[src/rtl/nco_pkg.sv]
// nco_pkg: shared sweep-state encoding and default widths for the NCO phase generator (rev 1.0).
`default_nettype none

package nco_pkg;

    localparam int ACC_W_DEF   = 32;
    localparam int THETA_W_DEF = 10;
    localparam int STEP_W      = 24;

    typedef enum logic [1:0] {
        SW_HOLD = 2'd0,
        SW_UP   = 2'd1,
        SW_DOWN = 2'd2
    } sweep_state_t;

endpackage

`default_nettype wire

[src/rtl/nco_sweep_ctrl.sv]
// nco_sweep_ctrl: triangular sweep FSM owning the phase increment, with pending-word load override (rev 1.0).
`default_nettype none

module nco_sweep_ctrl
    import nco_pkg::*;
#(
    parameter int ACC_W = ACC_W_DEF
) (
    input  logic               clk,
    input  logic               rst_n,
    input  logic               clk_en,
    input  logic               sweep_en,
    input  logic [STEP_W-1:0]  sweep_step,
    input  logic [ACC_W-1:0]   freq_min,
    input  logic [ACC_W-1:0]   freq_max,
    input  logic               load,
    input  logic [ACC_W-1:0]   load_word,
    output logic [ACC_W-1:0]   inc,
    output sweep_state_t       state
);

    // One extra bit so a step past either bound is seen rather than wrapped.
    logic [ACC_W:0] step_ext;
    logic [ACC_W:0] sum_up;
    logic [ACC_W:0] diff_dn;
    logic           hit_max;
    logic           hit_min;

    assign step_ext = {{(ACC_W + 1 - STEP_W){1'b0}}, sweep_step};
    assign sum_up   = {1'b0, inc} + step_ext;
    assign diff_dn  = {1'b0, inc} - step_ext;
    assign hit_max  = (sum_up >= {1'b0, freq_max});
    assign hit_min  = diff_dn[ACC_W] || (diff_dn[ACC_W-1:0] <= freq_min);

    always_ff @(posedge clk or negedge rst_n) begin
        if (!rst_n) begin
            inc   <= '0;
            state <= SW_HOLD;
        end else if (clk_en) begin
            if (load) begin
                inc <= load_word;
            end else begin
                case (state)
                    SW_HOLD: begin
                        if (sweep_en) state <= SW_UP;
                    end
                    SW_UP: begin
                        if (!sweep_en) begin
                            state <= SW_HOLD;
                        end else if (hit_max) begin
                            inc   <= freq_max;
                            state <= SW_DOWN;
                        end else begin
                            inc <= sum_up[ACC_W-1:0];
                        end
                    end
                    SW_DOWN: begin
                        if (!sweep_en) begin
                            state <= SW_HOLD;
                        end else if (hit_min) begin
                            inc   <= freq_min;
                            state <= SW_UP;
                        end else begin
                            inc <= diff_dn[ACC_W-1:0];
                        end
                    end
                    default: state <= SW_HOLD;
                endcase
            end
        end
    end

endmodule

`default_nettype wire

[src/rtl/nco_phase_gen.sv]
// nco_phase_gen: phase-accumulator NCO with tuning-word handshake, sync-at-wrap loading and sweep (rev 1.0).
`default_nettype none

module nco_phase_gen
    import nco_pkg::*;
#(
    parameter int ACC_W   = ACC_W_DEF,
    parameter int THETA_W = THETA_W_DEF
) (
    input  logic               Clock,
    input  logic               Reset,
    input  logic               ClkEn,
    input  logic [ACC_W-1:0]   FreqWord,
    input  logic               FreqValid,
    output logic               FreqReady,
    input  logic               SyncLoad,
    input  logic [THETA_W-1:0] PhaseOffset,
    input  logic               SweepEn,
    input  logic [STEP_W-1:0]  SweepStep,
    input  logic [ACC_W-1:0]   FreqMin,
    input  logic [ACC_W-1:0]   FreqMax,
    output logic [THETA_W-1:0] Theta,
    output logic               ThetaValid,
    output logic               Wrap
);

    logic [ACC_W-1:0] acc;
    logic [ACC_W-1:0] inc;
    logic [ACC_W-1:0] pending;
    logic             have_pending;
    logic             pending_sync;
    sweep_state_t     sweep_state;

    logic [ACC_W:0]   acc_sum;
    logic             carry;
    logic             handshake;
    logic             apply;
    logic             have_next;

    assign acc_sum   = {1'b0, acc} + {1'b0, inc};
    assign carry     = acc_sum[ACC_W];
    assign handshake = FreqValid && FreqReady;
    // A sync-mode word waits for the addition that carries out, so it lands on a phase wrap.
    assign apply     = ClkEn && have_pending && (!pending_sync || carry);
    assign have_next = handshake || (have_pending && !apply);

    nco_sweep_ctrl #(
        .ACC_W (ACC_W)
    ) u_sweep (
        .clk        (Clock),
        .rst_n      (Reset),
        .clk_en     (ClkEn),
        .sweep_en   (SweepEn),
        .sweep_step (SweepStep),
        .freq_min   (FreqMin),
        .freq_max   (FreqMax),
        .load       (apply),
        .load_word  (pending),
        .inc        (inc),
        .state      (sweep_state)
    );

    always_ff @(posedge Clock or negedge Reset) begin
        if (!Reset) begin
            acc          <= '0;
            pending      <= '0;
            have_pending <= 1'b0;
            pending_sync <= 1'b0;
            FreqReady    <= 1'b0;
            Theta        <= '0;
            ThetaValid   <= 1'b0;
            Wrap         <= 1'b0;
        end else begin
            if (ClkEn) acc <= acc_sum[ACC_W-1:0];
            if (handshake) begin
                pending      <= FreqWord;
                pending_sync <= SyncLoad;
            end
            have_pending <= have_next;
            FreqReady    <= !have_next;
            Theta        <= acc[ACC_W-1 -: THETA_W] + PhaseOffset;
            ThetaValid   <= ClkEn;
            Wrap         <= ClkEn && carry;
        end
    end

endmodule

`default_nettype wire

[config.mk]
export PLATFORM = sky130hd
export DESIGN_NAME = nco_phase_gen
export DESIGN_NICKNAME = d
export VERILOG_FILES = /design/src/rtl/nco_pkg.sv /design/src/rtl/nco_sweep_ctrl.sv /design/src/rtl/nco_phase_gen.sv
export SDC_FILE = /design/constraint.sdc
export NUM_CORES = 1
export LEC_CHECK = 0
export BUFFER_PORTS_ARGS = -buffer_cell sky130_fd_sc_hd__buf_2
export CAP_MARGIN = 15
export CORE_MARGIN = 8
export CORE_UTILIZATION = 50
export CTS_BUF_LIST = sky130_fd_sc_hd__clkbuf_2
export DETAILED_ROUTE_END_ITERATION = 7
export PLACE_DENSITY = 0.71
export SETUP_SLACK_MARGIN = 0.05
export SLEW_MARGIN = 30
export SYNTH_ARGS = -nofsm -noshare
export SYNTH_HDL_FRONTEND = slang
export SYNTH_SLANG_ARGS = --single-unit
[constraint.sdc]
create_clock -name Clock -period 15.4 [get_ports Clock]
set_input_delay 0 -clock Clock [delete_from_list [all_inputs] [get_ports Clock]]
set_output_delay 0 -clock Clock [all_outputs]
set_load 0.1 [all_outputs]
==> summary.md <==
| Metric | Value |
|---|---|
| Outcome | finished clean |
| R2R cell count | 27 |
| Leakage power | 7.001 nW |
| Root Buffer | clkbuf_2 |
| Layout fillers | 1884 |
| Sequential share of the synthesized area | 24.70% |
| Post-DP Area | 12370 µm² |
| Worst Path Arrival | 8.49 ns |
| R2r setup slk | 7.61 ns |
| WS Path Type | reg2reg |
| Total Neg Setup Slack | 0 ns |
| Cts bufs inserted | 17 |
| Starting density of the core | 50.72% |
| Post-Syn Area per Cell | 8.448 µm² |
| Final Cycle Share | 50.59% |
| Core ar. | 22570 µm² |
| Io pins | 149 |
| Vias in the first global route | 11588 |
| CP Launch Type | flop |
| Clock-pin slew on the worst setup and hold paths | 0.23 ns |
| CP endpoint | u_sweep.inc[0] |
| Post-CTS Setup Bufs | 0 |
| Grt ovf | 0 |
| Fin. max-slew vios | 0 |
| Row count | 55 |
| Crit path required time | 16.10 ns |
| Global placement routability congestion | 0.9672 |
| Ys Warns | 0 |
| Synth Area in Compound Gates | 22.83% |
| Util after Layout | 64.77% |
| Setup WS pre-CTS | 8.798 ns |
| Worst Setup SP | u_sweep.inc[0] |
| Final Skew | 0.05488 ns |
| Max-Cap Viols | 0 |
| Worst reg2reg startpoint | u_sweep.inc[0] |
| Total number of vias | 11466 |
| Post-synthesis xor/xnor area fraction | 7.192% |
| Simple-Gate Fraction of Synth Area | 13.64% |
| Longest Clk Path Bufs | 2 |
| Hold Fails Final Rpt | 0 |
| Mapped cell area | 11450 µm² |
| Largest family of logic cells by synthesized area | compound AO/OA/AOI/OAI gates |
| Min Tclk post-route | 7.790 ns |
| Die W | 167.3 µm |
| Slew HR | 31.35% |
| R2r endpoint | u_sweep.inc[0] |
| Register bit total from synthesis | 113 |
| Setup ws final | 7.610 ns |
| H-Tree Depth | 4 |
| Mux cell area share after synthesis | 7.848% |
| Synth cell types | 66 |
| Hold WC Path Type | in2reg |
| Resized cells post-CTS | 0 |
| CTS tree | done |
| Initial DRC Count | 944 |
| Fin area | 14620 µm² |
| Area Overhead vs Synth | 27.71% |
| Setup Viol. Count Final | 0 |
| Latest clock arrival within the worst-skew pair | 0.77 ns |
| Port buffer count | 148 |
| Share of cells above drive strength 1 | 15.88% |
| Syn nets | 1648 |
| Drt wl/cell | 20.16 µm |
| Fmax | 128.4 MHz |
| Power per cell area | 246.5 nW/µm² |
| Drt total wl | 39550 µm |
| Nets | 1955 |
| EDFF count, synth | 0 |
| DRT antenna net count | 0 |
| Power Total | 3.603 mW |
| Die Y | 167.3 µm |
| Largest net degree at the start of global routing | 65 |
| Top FF cell, synth | dfrtp_1 |
| Cells after Synth | 1355 |
| Pre-antenna DRT Iters | 6 |
| Die ar. | 27990 µm² |
| Total GRT Usage | 27.93% |
| Hpwl dp | 27920 µm |
| Cts-stage hold buffer count | 191 |
| Async set or reset register ratio after synthesis | 100.0% |
| Antenna violations before repair | 2 |
| # DRC | 0 |
| Adder-cell share of the synthesized area | 17.42% |
| Highest ir drop seen on vdd | 0.0001716 V |
| Slew @ Worst Pin | 1.026 ns |
| RSZ-0062 raised after global routing | no |
| DR vias/cell | 5.844 |
| Clock Sinks | 113 |
| Critical Path Sink Type | flop |
| Crit Path Max Fanout | 38 |
| First-pass GRT wire length | 62490 µm |
-- layout by cell type (no fill, tap or decap), types with 15 or more instances in the layout --
cell,n
o21bai_1,17
and3_1,15
mux2i_1,20
o21ai_0,60
mux2_2,60
o31ai_1,17
o211ai_1,29
buf_2,147
nand3_1,16
nand4_1,15
ha_1,153
inv_1,124
nand2b_1,26
dfrtp_1,113
nand2_1,108
xor2_1,26
a211oi_1,15
clkbuf_2,17
nor3_1,15
a21o_1,41
nor2_1,81
a21oi_1,116
dlygate4sd3_1,190
xnor2_1,68
-- cell families (layout without fill, tap and decap cells) --
logic type	Yosys count	after routing
AOI/OAI and AO/OA	396	396
xor gates and xnor gates	94	94
adders and majority gates	157	157
buffers and inverters	185	505
DFF	113	113
muxes	82	82
other	0	2
and+or+nand+nor	328	328
-- state kept, by name, summed over array words and instances (netlist names) --
signal and count:
FreqReady 1, acc 32, have_pending 1, pending_sync 1
ThetaValid 1, pending 32, u_sweep.state 2, Wrap 1
u_sweep.inc 32, Theta 10
-- worst max-delay path: stages, from the launching register on --
cell and delay, ns:
dfrtp_1 0.47, inv_1 0.07, ha_1 0.15, inv_1 0.05, fa_1 0.43, a211oi_1 0.34
o21ai_0 0.26, a21oi_1 0.46, a211oi_2 0.22, a21oi_1 0.47, o21bai_1 0.19, or3_1 0.38
xnor2_1 0.17, ha_1 0.30, nand2_1 0.06, o21ai_0 0.29, a221o_1 0.23, a41oi_1 0.05
a21oi_1 0.27, o21ai_1 0.16, nor2_4 0.45, buf_4 0.47, o31ai_1 0.14, a311oi_1 0.20
dlygate4sd3_1 0.58, o21ai_1 0.07, dlygate4sd3_1 0.61, a31oi_1 0.17
-- per-layer routing --
metal,part of all wire [%],up-vias,track usage (%)
met5,0,-,0
met4,3.7,0,11.84
met3,8.2,93,6.772
met2,46,511,45.31
met1,42,5378,34.98
li1,-,5484,-
-- cell usage after synthesis (all sizes together) (15+ instances only) --
| cell | n | area share (%) |
|---|---|---|
| nor2 | 82 | 2.7 |
| o31ai | 17 | 1.1 |
| mux2i | 20 | 1.7 |
| and3 | 15 | 0.82 |
| xnor2 | 68 | 5.2 |
| clkbuf | 47 | 1.5 |
| nor3 | 15 | 0.66 |
| nand2 | 108 | 3.5 |
| nand4 | 15 | 0.82 |
| a21oi | 116 | 5.1 |
| nand2b | 26 | 1.4 |
| inv | 124 | 4.1 |
| dfrtp | 113 | 25 |
| nand3 | 16 | 0.70 |
| mux2 | 62 | 6.1 |
| a211oi | 17 | 1.2 |
| o21bai | 17 | 1.1 |
| nor2b | 15 | 0.82 |
| o211ai | 29 | 1.9 |
| ha | 153 | 17 |
| xor2 | 26 | 2.0 |
| o21ai | 69 | 3.0 |
| a21o | 41 | 2.7 |
-- report_power, final --
part | switching, mW | internal (mW)
logic | 1.53 | 1.20
clock network | 0.152 | 0.113
registers | 0.158 | 0.453
total | 1.84 | 1.76
-- layout make-up --
type / count / area, µm² / area share, %
multi-input combinational: 1057 / 7913 / 54.13
clock buffer: 17 / 85.08 / 0.5820
sequential: 113 / 2828 / 19.34
tap: 285 / 356.6 / 2.439
inverter: 124 / 465.4 / 3.184
timing repair buffer: 349 / 2748 / 18.79
clock inverter: 15 / 219.0 / 1.498
antenna: 2 / 5.005 / 0.03423
-- through the flow --
stage / instances / hold WS [ns]
floorplan: 1355 / -0.2956
global placement: 1737 / 0.1094
detailed placement: 1737 / 0.1193
CTS: 1960 / 0.05322
global route: 1962 / 0.07986
finish: 1962 / 0.1035
-- how the worst min path moves through the flow --
stage,from,slack (ns),endpoint,depth (start not counted)
after floorplan,Reset,-0.30,FreqReady,0
after global placement,Reset,0.11,Theta[2],1
after detailed placement,Reset,0.12,Theta[1],1
after CTS,SweepEn,0.05,u_sweep.state[1],3
after global routing,SweepEn,0.08,u_sweep.state[1],3
final,SweepEn,0.10,u_sweep.state[1],3
No activity file was read; power rests on OpenSTA's default activity.
